**src/rtl/clint_ctrl_if.sv**
```systemverilog
// Bundle between the pipeline/CSR file and the trap controller.
// master = pipeline side driving instruction/CSR state, slave = clint_ctrl.
interface clint_ctrl_if;
    logic        inst_valid_i;
    logic [63:0] inst_pc_i;
    logic        ecall_i;
    logic        mret_i;
    logic        global_int_en_i;
    logic        mtime_int_en_i;
    logic        mtime_int_pend_i;
    logic [63:0] csr_mtvec_i;
    logic [63:0] csr_mepc_i;
    logic [63:0] csr_mstatus_i;
    logic        mepc_wen_o;
    logic [63:0] mepc_wdata_o;
    logic        mcause_wen_o;
    logic [63:0] mcause_wdata_o;
    logic        mstatus_wen_o;
    logic [63:0] mstatus_wdata_o;
    logic        hold_o;
    logic        redirect_o;
    logic [63:0] redirect_pc_o;

    modport slave (
        input  inst_valid_i, inst_pc_i, ecall_i, mret_i,
        input  global_int_en_i, mtime_int_en_i, mtime_int_pend_i,
        input  csr_mtvec_i, csr_mepc_i, csr_mstatus_i,
        output mepc_wen_o, mepc_wdata_o, mcause_wen_o, mcause_wdata_o,
        output mstatus_wen_o, mstatus_wdata_o, hold_o, redirect_o, redirect_pc_o
    );

    modport master (
        output inst_valid_i, inst_pc_i, ecall_i, mret_i,
        output global_int_en_i, mtime_int_en_i, mtime_int_pend_i,
        output csr_mtvec_i, csr_mepc_i, csr_mstatus_i,
        input  mepc_wen_o, mepc_wdata_o, mcause_wen_o, mcause_wdata_o,
        input  mstatus_wen_o, mstatus_wdata_o, hold_o, redirect_o, redirect_pc_o
    );
endinterface

```
**src/rtl/clint_ctrl.sv**
```systemverilog
// Machine-mode trap/MRET sequencer: event -> CSR write (+1) -> redirect (+2) -> idle (+3).
// Optional CLINT_VECTORED_EN: vectored interrupt targets when mtvec[1:0]==2'b01.
module clint_ctrl (
    input  logic         clk,
    input  logic         rst_n,
    clint_ctrl_if.slave  bus
);
    typedef enum logic [1:0] {IDLE, TRAP_CSR, MRET_CSR, REDIRECT} state_e;

    localparam logic [63:0] CAUSE_MTI   = {1'b1, 63'd7};
    localparam logic [63:0] CAUSE_ECALL = 64'd11;

    state_e      state_q, state_d;
    logic [63:0] pc_q, pc_d;
    logic [63:0] cause_q, cause_d;
    logic        mret_q, mret_d;
    logic        irq_take;
    logic [63:0] trap_base, trap_tgt, mst_trap, mst_mret;

    assign irq_take = bus.global_int_en_i & bus.mtime_int_en_i & bus.mtime_int_pend_i;

    always_comb begin
        trap_base = {bus.csr_mtvec_i[63:2], 2'b00};
`ifdef CLINT_VECTORED_EN
        if (bus.csr_mtvec_i[1:0] == 2'b01 && cause_q[63])
            trap_tgt = trap_base + {cause_q[61:0], 2'b00};
        else
            trap_tgt = trap_base;
`else
        trap_tgt = trap_base;
`endif
    end

`ifndef CLINT_VECTORED_EN
    logic unused_mtvec_mode;
    assign unused_mtvec_mode = ^bus.csr_mtvec_i[1:0];
`endif

    // Trap entry stacks MIE into MPIE; MRET restores it. MPP is always M-mode.
    always_comb begin
        mst_trap        = bus.csr_mstatus_i;
        mst_trap[7]     = bus.csr_mstatus_i[3];
        mst_trap[3]     = 1'b0;
        mst_trap[12:11] = 2'b11;
        mst_mret        = bus.csr_mstatus_i;
        mst_mret[3]     = bus.csr_mstatus_i[7];
        mst_mret[7]     = 1'b1;
        mst_mret[12:11] = 2'b11;
    end

    always_ff @(posedge clk) begin
        if (!rst_n) begin
            state_q <= IDLE;
            pc_q    <= '0;
            cause_q <= '0;
            mret_q  <= 1'b0;
        end else begin
            state_q <= state_d;
            pc_q    <= pc_d;
            cause_q <= cause_d;
            mret_q  <= mret_d;
        end
    end

    always_comb begin
        state_d             = state_q;
        pc_d                = pc_q;
        cause_d             = cause_q;
        mret_d              = mret_q;
        bus.mepc_wen_o      = 1'b0;
        bus.mepc_wdata_o    = '0;
        bus.mcause_wen_o    = 1'b0;
        bus.mcause_wdata_o  = '0;
        bus.mstatus_wen_o   = 1'b0;
        bus.mstatus_wdata_o = '0;
        bus.hold_o          = 1'b0;
        bus.redirect_o      = 1'b0;
        bus.redirect_pc_o   = '0;
        case (state_q)
            IDLE: begin
                if (bus.inst_valid_i) begin
                    if (irq_take) begin
                        pc_d       = bus.inst_pc_i;
                        cause_d    = CAUSE_MTI;
                        mret_d     = 1'b0;
                        state_d    = TRAP_CSR;
                        bus.hold_o = 1'b1;
                    end else if (bus.ecall_i) begin
                        pc_d       = bus.inst_pc_i;
                        cause_d    = CAUSE_ECALL;
                        mret_d     = 1'b0;
                        state_d    = TRAP_CSR;
                        bus.hold_o = 1'b1;
                    end else if (bus.mret_i) begin
                        mret_d     = 1'b1;
                        state_d    = MRET_CSR;
                        bus.hold_o = 1'b1;
                    end
                end
            end
            TRAP_CSR: begin
                bus.hold_o          = 1'b1;
                bus.mepc_wen_o      = 1'b1;
                bus.mepc_wdata_o    = pc_q;
                bus.mcause_wen_o    = 1'b1;
                bus.mcause_wdata_o  = cause_q;
                bus.mstatus_wen_o   = 1'b1;
                bus.mstatus_wdata_o = mst_trap;
                state_d             = REDIRECT;
            end
            MRET_CSR: begin
                bus.hold_o          = 1'b1;
                bus.mstatus_wen_o   = 1'b1;
                bus.mstatus_wdata_o = mst_mret;
                state_d             = REDIRECT;
            end
            REDIRECT: begin
                bus.hold_o        = 1'b1;
                bus.redirect_o    = 1'b1;
                bus.redirect_pc_o = mret_q ? bus.csr_mepc_i : trap_tgt;
                state_d           = IDLE;
            end
            default: state_d = IDLE;
        endcase
        // A reset cycle must never let a half-finished CSR write or redirect escape.
        if (!rst_n) begin
            bus.mepc_wen_o      = 1'b0;
            bus.mepc_wdata_o    = '0;
            bus.mcause_wen_o    = 1'b0;
            bus.mcause_wdata_o  = '0;
            bus.mstatus_wen_o   = 1'b0;
            bus.mstatus_wdata_o = '0;
            bus.hold_o          = 1'b0;
            bus.redirect_o      = 1'b0;
            bus.redirect_pc_o   = '0;
        end
    end
endmodule

```
**src/flat_wrapper.sv**
```systemverilog
// flat-port wrapper written by rule: the top's interface ports become plain ports
module clint_ctrl_flat 
  (clk, rst_n, bus_inst_valid_i, bus_inst_pc_i, bus_ecall_i, bus_mret_i, bus_global_int_en_i, bus_mtime_int_en_i, bus_mtime_int_pend_i, bus_csr_mtvec_i, bus_csr_mepc_i, bus_csr_mstatus_i, bus_mepc_wen_o, bus_mepc_wdata_o, bus_mcause_wen_o, bus_mcause_wdata_o, bus_mstatus_wen_o, bus_mstatus_wdata_o, bus_hold_o, bus_redirect_o, bus_redirect_pc_o);
  clint_ctrl_if bus_i ();
  input  logic clk;
  input  logic rst_n;
  input wire logic [$bits(bus_i.inst_valid_i)-1:0] bus_inst_valid_i;
  input wire logic [$bits(bus_i.inst_pc_i)-1:0] bus_inst_pc_i;
  input wire logic [$bits(bus_i.ecall_i)-1:0] bus_ecall_i;
  input wire logic [$bits(bus_i.mret_i)-1:0] bus_mret_i;
  input wire logic [$bits(bus_i.global_int_en_i)-1:0] bus_global_int_en_i;
  input wire logic [$bits(bus_i.mtime_int_en_i)-1:0] bus_mtime_int_en_i;
  input wire logic [$bits(bus_i.mtime_int_pend_i)-1:0] bus_mtime_int_pend_i;
  input wire logic [$bits(bus_i.csr_mtvec_i)-1:0] bus_csr_mtvec_i;
  input wire logic [$bits(bus_i.csr_mepc_i)-1:0] bus_csr_mepc_i;
  input wire logic [$bits(bus_i.csr_mstatus_i)-1:0] bus_csr_mstatus_i;
  output wire logic [$bits(bus_i.mepc_wen_o)-1:0] bus_mepc_wen_o;
  output wire logic [$bits(bus_i.mepc_wdata_o)-1:0] bus_mepc_wdata_o;
  output wire logic [$bits(bus_i.mcause_wen_o)-1:0] bus_mcause_wen_o;
  output wire logic [$bits(bus_i.mcause_wdata_o)-1:0] bus_mcause_wdata_o;
  output wire logic [$bits(bus_i.mstatus_wen_o)-1:0] bus_mstatus_wen_o;
  output wire logic [$bits(bus_i.mstatus_wdata_o)-1:0] bus_mstatus_wdata_o;
  output wire logic [$bits(bus_i.hold_o)-1:0] bus_hold_o;
  output wire logic [$bits(bus_i.redirect_o)-1:0] bus_redirect_o;
  output wire logic [$bits(bus_i.redirect_pc_o)-1:0] bus_redirect_pc_o;
  assign bus_i.inst_valid_i = bus_inst_valid_i;
  assign bus_i.inst_pc_i = bus_inst_pc_i;
  assign bus_i.ecall_i = bus_ecall_i;
  assign bus_i.mret_i = bus_mret_i;
  assign bus_i.global_int_en_i = bus_global_int_en_i;
  assign bus_i.mtime_int_en_i = bus_mtime_int_en_i;
  assign bus_i.mtime_int_pend_i = bus_mtime_int_pend_i;
  assign bus_i.csr_mtvec_i = bus_csr_mtvec_i;
  assign bus_i.csr_mepc_i = bus_csr_mepc_i;
  assign bus_i.csr_mstatus_i = bus_csr_mstatus_i;
  assign bus_mepc_wen_o = bus_i.mepc_wen_o;
  assign bus_mepc_wdata_o = bus_i.mepc_wdata_o;
  assign bus_mcause_wen_o = bus_i.mcause_wen_o;
  assign bus_mcause_wdata_o = bus_i.mcause_wdata_o;
  assign bus_mstatus_wen_o = bus_i.mstatus_wen_o;
  assign bus_mstatus_wdata_o = bus_i.mstatus_wdata_o;
  assign bus_hold_o = bus_i.hold_o;
  assign bus_redirect_o = bus_i.redirect_o;
  assign bus_redirect_pc_o = bus_i.redirect_pc_o;
  clint_ctrl u_core (.clk(clk), .rst_n(rst_n), .bus(bus_i));
endmodule
```
**config.mk**
```make
export PLATFORM = sky130hd
export DESIGN_NAME = clint_ctrl_flat
export DESIGN_NICKNAME = d
export VERILOG_FILES = /design/src/rtl/clint_ctrl_if.sv /design/src/rtl/clint_ctrl.sv /design/src/flat_wrapper.sv
export SDC_FILE = /design/constraint.sdc
export NUM_CORES = 1
export LEC_CHECK = 0
export CAP_MARGIN = 10
export CORE_AREA = 5 5 199 201
export CTS_BUF_LIST = sky130_fd_sc_hd__clkbuf_8
export DETAILED_ROUTE_END_ITERATION = 12
export DIE_AREA = 0 0 204 206
export SETUP_SLACK_MARGIN = 0.3
export SYNTH_ARGS = -nofsm -noshare
export SYNTH_HDL_FRONTEND = slang
export SYNTH_SLANG_ARGS = --single-unit
```
**constraint.sdc**
```tcl
create_clock -name clk -period 2.3 [get_ports clk]
set_clock_uncertainty 0.15 [all_clocks]
set_input_delay 0.46 -clock clk [delete_from_list [all_inputs] [get_ports clk]]
set_output_delay 0.46 -clock clk [all_outputs]
set_load 0.01 [all_outputs]
```
==> reports/metrics.yaml <==
post-route-worst-setup-slack_ns: -0.1791
hp-class: "register to register"
globalRouteTotalUtil_pct: 13.95
worstSkewPairLatency_ns: 0.35
cts.reportedPaths.clkPinSlew_ns: 0.08
initial_core_util_pct: 13.83
routed_via_density: 3.788
finalWirelength_microns: 32890
report.final.setup_viol: 125
run_status: "finished with violations"
cts-hold-fix-buffers: 0
layout_min_cycle_time_ns: 2.479
syn_area_sq_um: 5171
pin_count: 525
crit_startpoint: "u_core.state_q[0]"
nets: 1448
antenna_cells: 0
grt_overflow_total: 0
post_drt_antenna_nets: 0
crit_path_end: "bus_mstatus_wdata_o[52]"
synth_sequential_area_ratio_pct: 27.10
peakVddDrop_uv: 283.4
synthCells: 671
gp_congestion: 0.8274
design.die.area_sq_um: 42020
synth.avg_cell_area_sq_um: 7.707
reg_to_reg_end: "u_core.state_q[0]"
nFillCells: 3815
worst-setup-path-type: "register to primary output"
pre_cts_slack_ns: -0.2541
ys_types: 25
nature_of_the_critical_path_startpoint: "register"
antenna_found_initial: 3
worst-path-max-fanout: 8
finalSetupTns_ns: -13.18
maxcap_viol_count: 0
yosys_register_bits: 70
grt_first_pass_wirelength_microns: 43930
drive_above_1_share_pct: 44.00
die_y_microns: 206
failed_checks: "negative setup slack"
cts_buffers: 9
worst-r2r-setup-slack_ns: 0.54
root_buffer: "sky130_fd_sc_hd__clkbuf_8"
crit-reg2reg-launch: "u_core.state_q[0]"
drc: 0
via_count_of_the_first_global_routing_pass: 6487
cts.sinks: 70
timing_max_transition_violations_final: 0
grt_setup_unrepaired: "true"
drt_wl_cell_microns: 19.40
largest_net_degree_at_the_start_of_global_routing: 63
max_freq_mhz: 403.4
finalHoldViolations: 0
design.core.area_sq_um: 37400
yosys_warnings: 0
synthToLayoutAreaGrowth_pct: 146.6
port_buffers: 461
die-width_microns: 204
power.density_nw_per_um2: 569.2
timing.critical_path.required_ns: 1.69
cts_htree_levels: 3
power.leakage_uw: 0.005382
dr.pass1.iters: 4
place.detailed.hpwl_microns: 24870
timing.critical_path.arrival_ns: 1.87
final.period_utilization_pct: 107.8
cp-end-kind: "primary output"
drt-initial-drc-count: 229
clock_tree.buffer_depth: 2
via_count: 6420
placementRows: 71
tritoncts: "done"
worstRegToRegCells: 7
==> cell type report <==
cell class / instances / area [sq um] / area share, %
clock inverter: 6 / 38.79 / 0.3042
clock buffer: 10 / 137.6 / 1.079
sequential: 70 / 1408 / 11.04
inverter: 5 / 21.27 / 0.1668
timing repair buffer: 560 / 6087 / 47.74
tap: 511 / 639.4 / 5.014
multi-input combinational: 533 / 4419 / 34.66
==> kinds of logic after synthesis <==
family | after synthesis | share of synthesized area (%)
muxes | 126 | 24.39
adders and majority gates | 5 | 1.210
DFF | 70 | 27.10
other | 1 | 0.07252
and+or+nand+nor | 328 | 30.41
AOI/OAI and AO/OA | 15 | 2.105
buffers and inverters | 126 | 14.71
==> worst min-delay path by stage <==
stage	start	to	slack (ns)	depth (start not counted)
finish	u_core.pc_q[24]	u_core.pc_q[24]	0.30	2
global placement	u_core.pc_q[4]	u_core.pc_q[4]	0.29	2
floorplan	u_core.pc_q[0]	u_core.pc_q[0]	0.28	2
detailed placement	u_core.pc_q[24]	u_core.pc_q[24]	0.29	2
CTS	rst_n	u_core.cause_q[2]	0.28	3
global route	rst_n	u_core.cause_q[2]	0.32	3
==> sequential cells by signal, indices dropped and copies added (netlist names) <==
register        count
u_core.pc_q        64
u_core.state_q      2
u_core.mret_q       1
u_core.cause_q      3
==> cells in the final DEF (no fill, tap or decap), types with 10 or more instances in the layout <==
cell type / Yosys / final
sky130_fd_sc_hd__clkdlybuf4s50_1: 0 / 253
sky130_fd_sc_hd__buf_6: 2 / 166
sky130_fd_sc_hd__nand2_1: 131 / 130
sky130_fd_sc_hd__mux2i_1: 126 / 80
sky130_fd_sc_hd__dfxtp_1: 70 / 67
sky130_fd_sc_hd__and2_4: 0 / 61
sky130_fd_sc_hd__conb_1: 1 / 59
sky130_fd_sc_hd__nor2_4: 0 / 57
sky130_fd_sc_hd__buf_2: 11 / 52
sky130_fd_sc_hd__and3_1: 70 / 49
sky130_fd_sc_hd__buf_12: 0 / 28
sky130_fd_sc_hd__mux2i_4: 0 / 25
sky130_fd_sc_hd__and3_4: 1 / 22
sky130_fd_sc_hd__buf_4: 69 / 22
sky130_fd_sc_hd__mux2i_2: 0 / 21
sky130_fd_sc_hd__clkbuf_8: 0 / 11
sky130_fd_sc_hd__buf_16: 0 / 11
sky130_fd_sc_hd__buf_8: 0 / 10
==> what timing repair did <==
action / CTS / global route
hold endpoints to repair: 0 / 0
setup buffers: 30 / 8
endpoints found under the setup margin: 202 / 202
pin swaps: 68 / 57
gates cloned: 11 / 5
resized for setup: 1089 / 197
==> metal layers <==
metal | vias to the layer above | part of all wire, % | GRT usage [%]
li1 | 3098 | - | -
met1 | 3033 | 42 | 17.18
met2 | 262 | 50 | 24.35
met3 | 23 | 7.2 | 3.923
met4 | 4 | 1.4 | 3.063
met5 | - | 0.079 | 0
==> power breakdown <==
group	internal, uW	leakage, uW	switching, uW	total, uW
clock network	417	0.0000934	505	921
logic	2760	0.00472	2060	4820
registers	1410	0.000573	113	1520
==> metrics by stage <==
stage | instance area (sq um) | hold WS [ns] | utilization, % | power (uW) | cells
finish | 12750 | 0.3030 | 34.09 | 7258 | 1695
detailed placement | 10430 | 0.2935 | 27.88 | 4578 | 1625
CTS | 11670 | 0.2812 | 31.20 | 6626 | 1682
floorplan | 5405 | 0.2803 | - | 3001 | 729
global route | 12750 | 0.3209 | 34.09 | 7630 | 1695
global placement | 10430 | 0.2872 | 27.88 | 4552 | 1625
==> critical path: stages, from the launching register on <==
cell                        delay (ns)
sky130_fd_sc_hd__dfxtp_2          0.35
sky130_fd_sc_hd__inv_2            0.06
sky130_fd_sc_hd__ha_4             0.26
sky130_fd_sc_hd__and2_4           0.13
sky130_fd_sc_hd__o21a_4           0.17
sky130_fd_sc_hd__buf_6            0.14
sky130_fd_sc_hd__clkbuf_16        0.16
sky130_fd_sc_hd__and2_4           0.14
sky130_fd_sc_hd__buf_6            0.10
==> cells in the mapped netlist <==
cell type | number | area (sq um)
sky130_fd_sc_hd__nand2_1 | 131 | 491.7
sky130_fd_sc_hd__ha_1 | 5 | 62.56
sky130_fd_sc_hd__and3_4 | 1 | 11.26
sky130_fd_sc_hd__o21ai_0 | 2 | 10.01
sky130_fd_sc_hd__nor3_1 | 1 | 5.000
sky130_fd_sc_hd__inv_1 | 5 | 18.77
sky130_fd_sc_hd__nand4_1 | 1 | 6.260
sky130_fd_sc_hd__clkbuf_1 | 39 | 146.4
sky130_fd_sc_hd__mux2i_1 | 126 | 1261
sky130_fd_sc_hd__buf_6 | 2 | 22.52
sky130_fd_sc_hd__a31oi_1 | 2 | 12.51
sky130_fd_sc_hd__a21oi_1 | 2 | 10.01
sky130_fd_sc_hd__o21a_1 | 4 | 30.03
sky130_fd_sc_hd__conb_1 | 1 | 3.750
sky130_fd_sc_hd__a2111oi_0 | 1 | 8.760
sky130_fd_sc_hd__o211a_1 | 1 | 10.01
sky130_fd_sc_hd__and3_1 | 70 | 437.9
sky130_fd_sc_hd__and2_1 | 62 | 387.9
sky130_fd_sc_hd__nor2_1 | 62 | 232.7
sky130_fd_sc_hd__buf_2 | 11 | 55.05
sky130_fd_sc_hd__a311o_1 | 1 | 10.01
sky130_fd_sc_hd__a221o_1 | 1 | 10.01
sky130_fd_sc_hd__a211oi_1 | 1 | 7.510
sky130_fd_sc_hd__dfxtp_1 | 70 | 1401
sky130_fd_sc_hd__buf_4 | 69 | 518.0
No activity file was read; power rests on OpenSTA's default activity.
==> patch 1 (same flow settings) <==
Encoding of `state_e`: now one-hot (4 bits for 4 states).
--- a/src/rtl/clint_ctrl.sv
+++ b/src/rtl/clint_ctrl.sv
@@ -7,3 +7,3 @@
 );
-    typedef enum logic [1:0] {IDLE, TRAP_CSR, MRET_CSR, REDIRECT} state_e;
+    typedef enum logic [3:0] {IDLE = 4'b0001, TRAP_CSR = 4'b0010, MRET_CSR = 4'b0100, REDIRECT = 4'b1000} state_e;
 
Check against the original RTL: no difference found for any inputs over 4 cycles, from zero or initial values and one cycle with rst_n low; so few cycles prove little.
==> patch 1 against the unedited design <==
  * The run still ends with setup timing left
  * Area after synthesis increased by 1.3%
  * Cell count is 2.3% higher
  * Design area is 0.15% higher
  * Setup slack worse by 0.29 ns
  * Sequential share of layout area grew 0.32 points
  * Synthesized cell count fell by 0.60%
  * Routed wire length down 7.5%
  * Sequential cell count rose by 2
  * Critical endpoint is now bus_redirect_pc_o[28]
  * Register-to-register slack worse by 0.18 ns
  * Die area unchanged
Power is not compared: it rests on default switching activity, and its combinational part moved more than twofold at a synthesized area within 25%.
==> patch 1: results (changes against the unedited design) <==
[outcome]
status = complete, but fails checks
violations = setup timing

[cells_and_area]
fillers = 3787  ; -0.73%
final_nets = 1483  ; +2.4%
layout-drive-gt1-share = 0.463  ; +0.0228
largestRegisters = u_core.pc_q (64), u_core.state_q (4), u_core.cause_q (3)

[synthesis]
ys_seq_area_frac = 0.275  ; +0.00408
synth.distinct_cells = 34  ; +36%
synth_area_leaders = dfxtp_1 (28%), mux2i_1 (24%), and2_1 (15%)
post-synth-top-area-cell = dfxtp_1
synth_common_cells = nand2_1 (131), and2_1 (127), mux2i_1 (126), dfxtp_1 (72), buf_4 (68)

[global_route]
grt_pass1_wl_um = 40800  ; -7.1%
use_met3 = 0.0413  ; +0.00204
use_met1 = 0.158  ; -0.0138
antenna_found_initial = 0  ; -3
grt_max_degree = 96  ; +52%
grt_pass1_vias = 6448  ; -0.60%
track_usage = 0.127  ; -0.0122

[clocking]
cts_made_buffers = 9  ; unchanged
clk_latency_ns = 0.37  ; +0.02 ns
cts_setup_buffers = 14  ; -53%
ctsResizeCount = 751  ; -31%

[critical_path]
cpPeakStageDelay_ns = 0.42  ; +0.07 ns
cpMaxStageDelayCell = or3b_4
crit_family = simple AND/OR/NAND/NOR gates
cp_max_fo = 9  ; +1

[placed_design]
dp_hpwl_um = 23000  ; -7.6%
gp_congestion = 0.831  ; +0.48%
dp_slack_ns = -0.726  ; -0.472 ns

[power_and_ir_drop]
vdd_drop_max_mv = 0.319

[drt]
wl_met1_um = 12800  ; -6.4%
wl_met2_um = 14800  ; -9.2%
wl_met3_um = 2440  ; +2.7%
wl_per_cell_um = 17.5  ; -9.6%
drtIter0Drc = 202  ; -12%
routed.top_layer = met4
num_vias = 6318  ; -1.6%

[timing]
finalSetupViolCount = 202  ; +62%
setup_ws_ns = -0.468  ; -0.289 ns

==> patch 1: worst paths after layout <==
| kind | to | slack [ns] | depth (start not counted) | start |
|---|---|---|---|---|
| max | bus_redirect_pc_o[28] | -0.47 | 7 | u_core.state_q[2] |
| min | u_core.pc_q[55] | 0.31 | 2 | u_core.pc_q[55] |
| max reg2reg | u_core.pc_q[57] | 0.36 | 9 | u_core.state_q[2] |
| min reg2reg | u_core.pc_q[55] | 0.31 | 2 | u_core.pc_q[55] |
==> patch 1: logic make-up after synthesis <==
kind of cell              after synthesis  synth area share
AOI/OAI and AO/OA                       9            0.0134
xor gates and xnor gates                1           0.00167
buffers and inverters                 117             0.150
DFF                                    72             0.275
muxes                                 126             0.241
other                                   1          0.000716
and+or+nand+nor                       341             0.319
==> patch 1: cell type report <==
type | instances | share of cell area
inverters | 3 | 0.00186
well taps | 511 | 0.0501
flip-flops and latches | 72 | 0.114
repair buffers | 597 | 0.504
clock inverters | 5 | 0.00637
multi-input cells | 536 | 0.313
clock buffers | 10 | 0.0108
==> patch 1: power groups by stage <==
stage                     Combinational, mW  Sequential (mW)  Clock [mW]
final                                  1.21             1.37        1.15
after global routing                   1.30             1.39        1.26
after CTS                              1.12             1.37        1.21
after detailed placement               1.09             1.40           0
after global placement                 1.09             1.40           0
after floorplan                       0.498             1.38           0
==> patch 1: per-stage QoR <==
stage	utilization	area, µm²	setup TNS [ns]	instances	total power, mW
6_report	0.341	12800	-72.30	1734	3.74
3_3_place_gp	0.298	11100	-127.43	1654	2.49
3_5_place_dp	0.298	11100	-128.81	1654	2.49
2_1_floorplan	-	6120	-3.00	725	1.88
5_1_grt	0.341	12800	-90.12	1734	3.94
4_1_cts	0.311	11600	-89.39	1691	3.70
==> patch 2 (same flow settings) <==
Made on the original files. Make the reset (`rst_n`) asynchronous in one clocked block.
--- a/src/rtl/clint_ctrl.sv
+++ b/src/rtl/clint_ctrl.sv
@@ -50,3 +50,3 @@
 
-    always_ff @(posedge clk) begin
+    always_ff @(posedge clk or negedge rst_n) begin
         if (!rst_n) begin
Function: same outputs for any inputs over 4 cycles, from zero or initial values and one cycle with rst_n low; that may be too few to reach the edited logic, so the function may still have changed.
==> patch 2 against the unedited design <==
  * The run still ends with setup timing left
  * Setup slack worse by 0.087 ns
  * Register-to-register slack worse by 0.17 ns
  * Design area shrank 12%
  * Sequential cell count stayed put
  * Routed wire length down 21%
  * Area after synthesis down 0.44%
  * Total power rose by 39%
  * Clock power is 9.7% higher
  * Critical path type unchanged
==> patch 2: results (changes against the unedited design) <==
[outcome]
status = complete, but fails checks
violations = setup timing

[power_and_ir_drop]
pg_clk_mw = 1.01  ; +9.7%
clockPowerShare = 0.100  ; -0.027
vdd_drop_max_mv = 0.518  ; +83%
internal_power_mw = 6.51  ; +42%

[drt]
vias_per_cell = 3.57  ; -5.7%
routed.top_layer = met4
drtIter0Drc = 141  ; -38%
wl_met1_um = 10300  ; -25%
wl_met3_um = 2670  ; +13%
wl_per_cell_um = 16.6  ; -14%

[global_route]
use_met1 = 0.127  ; -0.0451
grt_pass1_vias = 5785  ; -11%
grt_pass1_wl_um = 34400  ; -22%
track_usage = 0.106  ; -0.0337
use_met3 = 0.0469  ; +0.00769
antenna_found_initial = 1  ; -2
grt_max_degree = 40  ; -37%

[critical_path]
startpoint = u_core.state_q[1]
endpoint = bus_mepc_wdata_o[33]
cp_max_fo = 9  ; +1
cpPeakStageDelay_ns = 0.37  ; +0.02 ns
rr_worst_depth = 6  ; -1
worst_r2r_endpoint = u_core.pc_q[45]
cpMaxStageDelayCell = dfrtp_1
reg2reg_from = u_core.state_q[0]

[placed_design]
place_area_mm2 = 0.0105  ; +1.1%
dp_hpwl_um = 20000  ; -20%

[cells_and_area]
seq_share = 0.157  ; +0.0461
insertedDiodeCount = 1  ; +1
multi_input_area_share = 0.287  ; -0.0596
inverters = 3  ; -2
layout-drive-gt1-share = 0.439  ; -0.00117
seq_area_mm2 = 0.00176  ; +25%
fillers = 3922  ; +2.8%

[synthesis]
yosys_most_used_dff = dfrtp_1
syn_inst = 526  ; -22%
synthArstFlopShare = 1.00  ; +1.00
synth_compound_area_frac = 0.0146  ; -0.00647

[min_path]
hold_path.class = in -> async

[clocking]
clk_latency_ns = 0.37  ; +0.02 ns

[timing]
setup_ws_ns = -0.266  ; -0.0867 ns
finalSetupViolCount = 197  ; +58%
hold_slack_ns = 0.0403  ; -0.263 ns

patch 2: changes by cell type in the layout (fill, tap and decap cells not counted), sizes merged, moves of 25 or more:
cell	unedited run	this run
dfxtp	70	0
mux2i	126	62
mux2	0	64
buf	289	262
dfrtp	0	70
nand2	131	3
clkbuf	15	40
patch 2: worst register-to-register path, stage by stage (launching register included):
cell and delay (ns):
dfrtp_1 0.40, inv_2 0.09, ha_4 0.15, and2_4 0.17
and2_4 0.26, buf_4 0.24, mux2_2 0.35
patch 2: cell families (layout without fill, tap and decap cells):
family                     after synthesis  count (layout)
buffers and inverters                  109             579
adders and majority gates                5               5
DFF                                     70              70
AOI/OAI and AO/OA                       11              11
muxes                                  126             126
and+or+nand+nor                        204             205
other                                    1              60
patch 2: repair_timing:
item,CTS,global route
hold endpoints to repair,1,0
cloned,7,8
buffers inserted,11,18
hold buffers,1,0
gates resized for setup,701,273
endpoints found under the setup margin,229,229
pin swaps,20,25
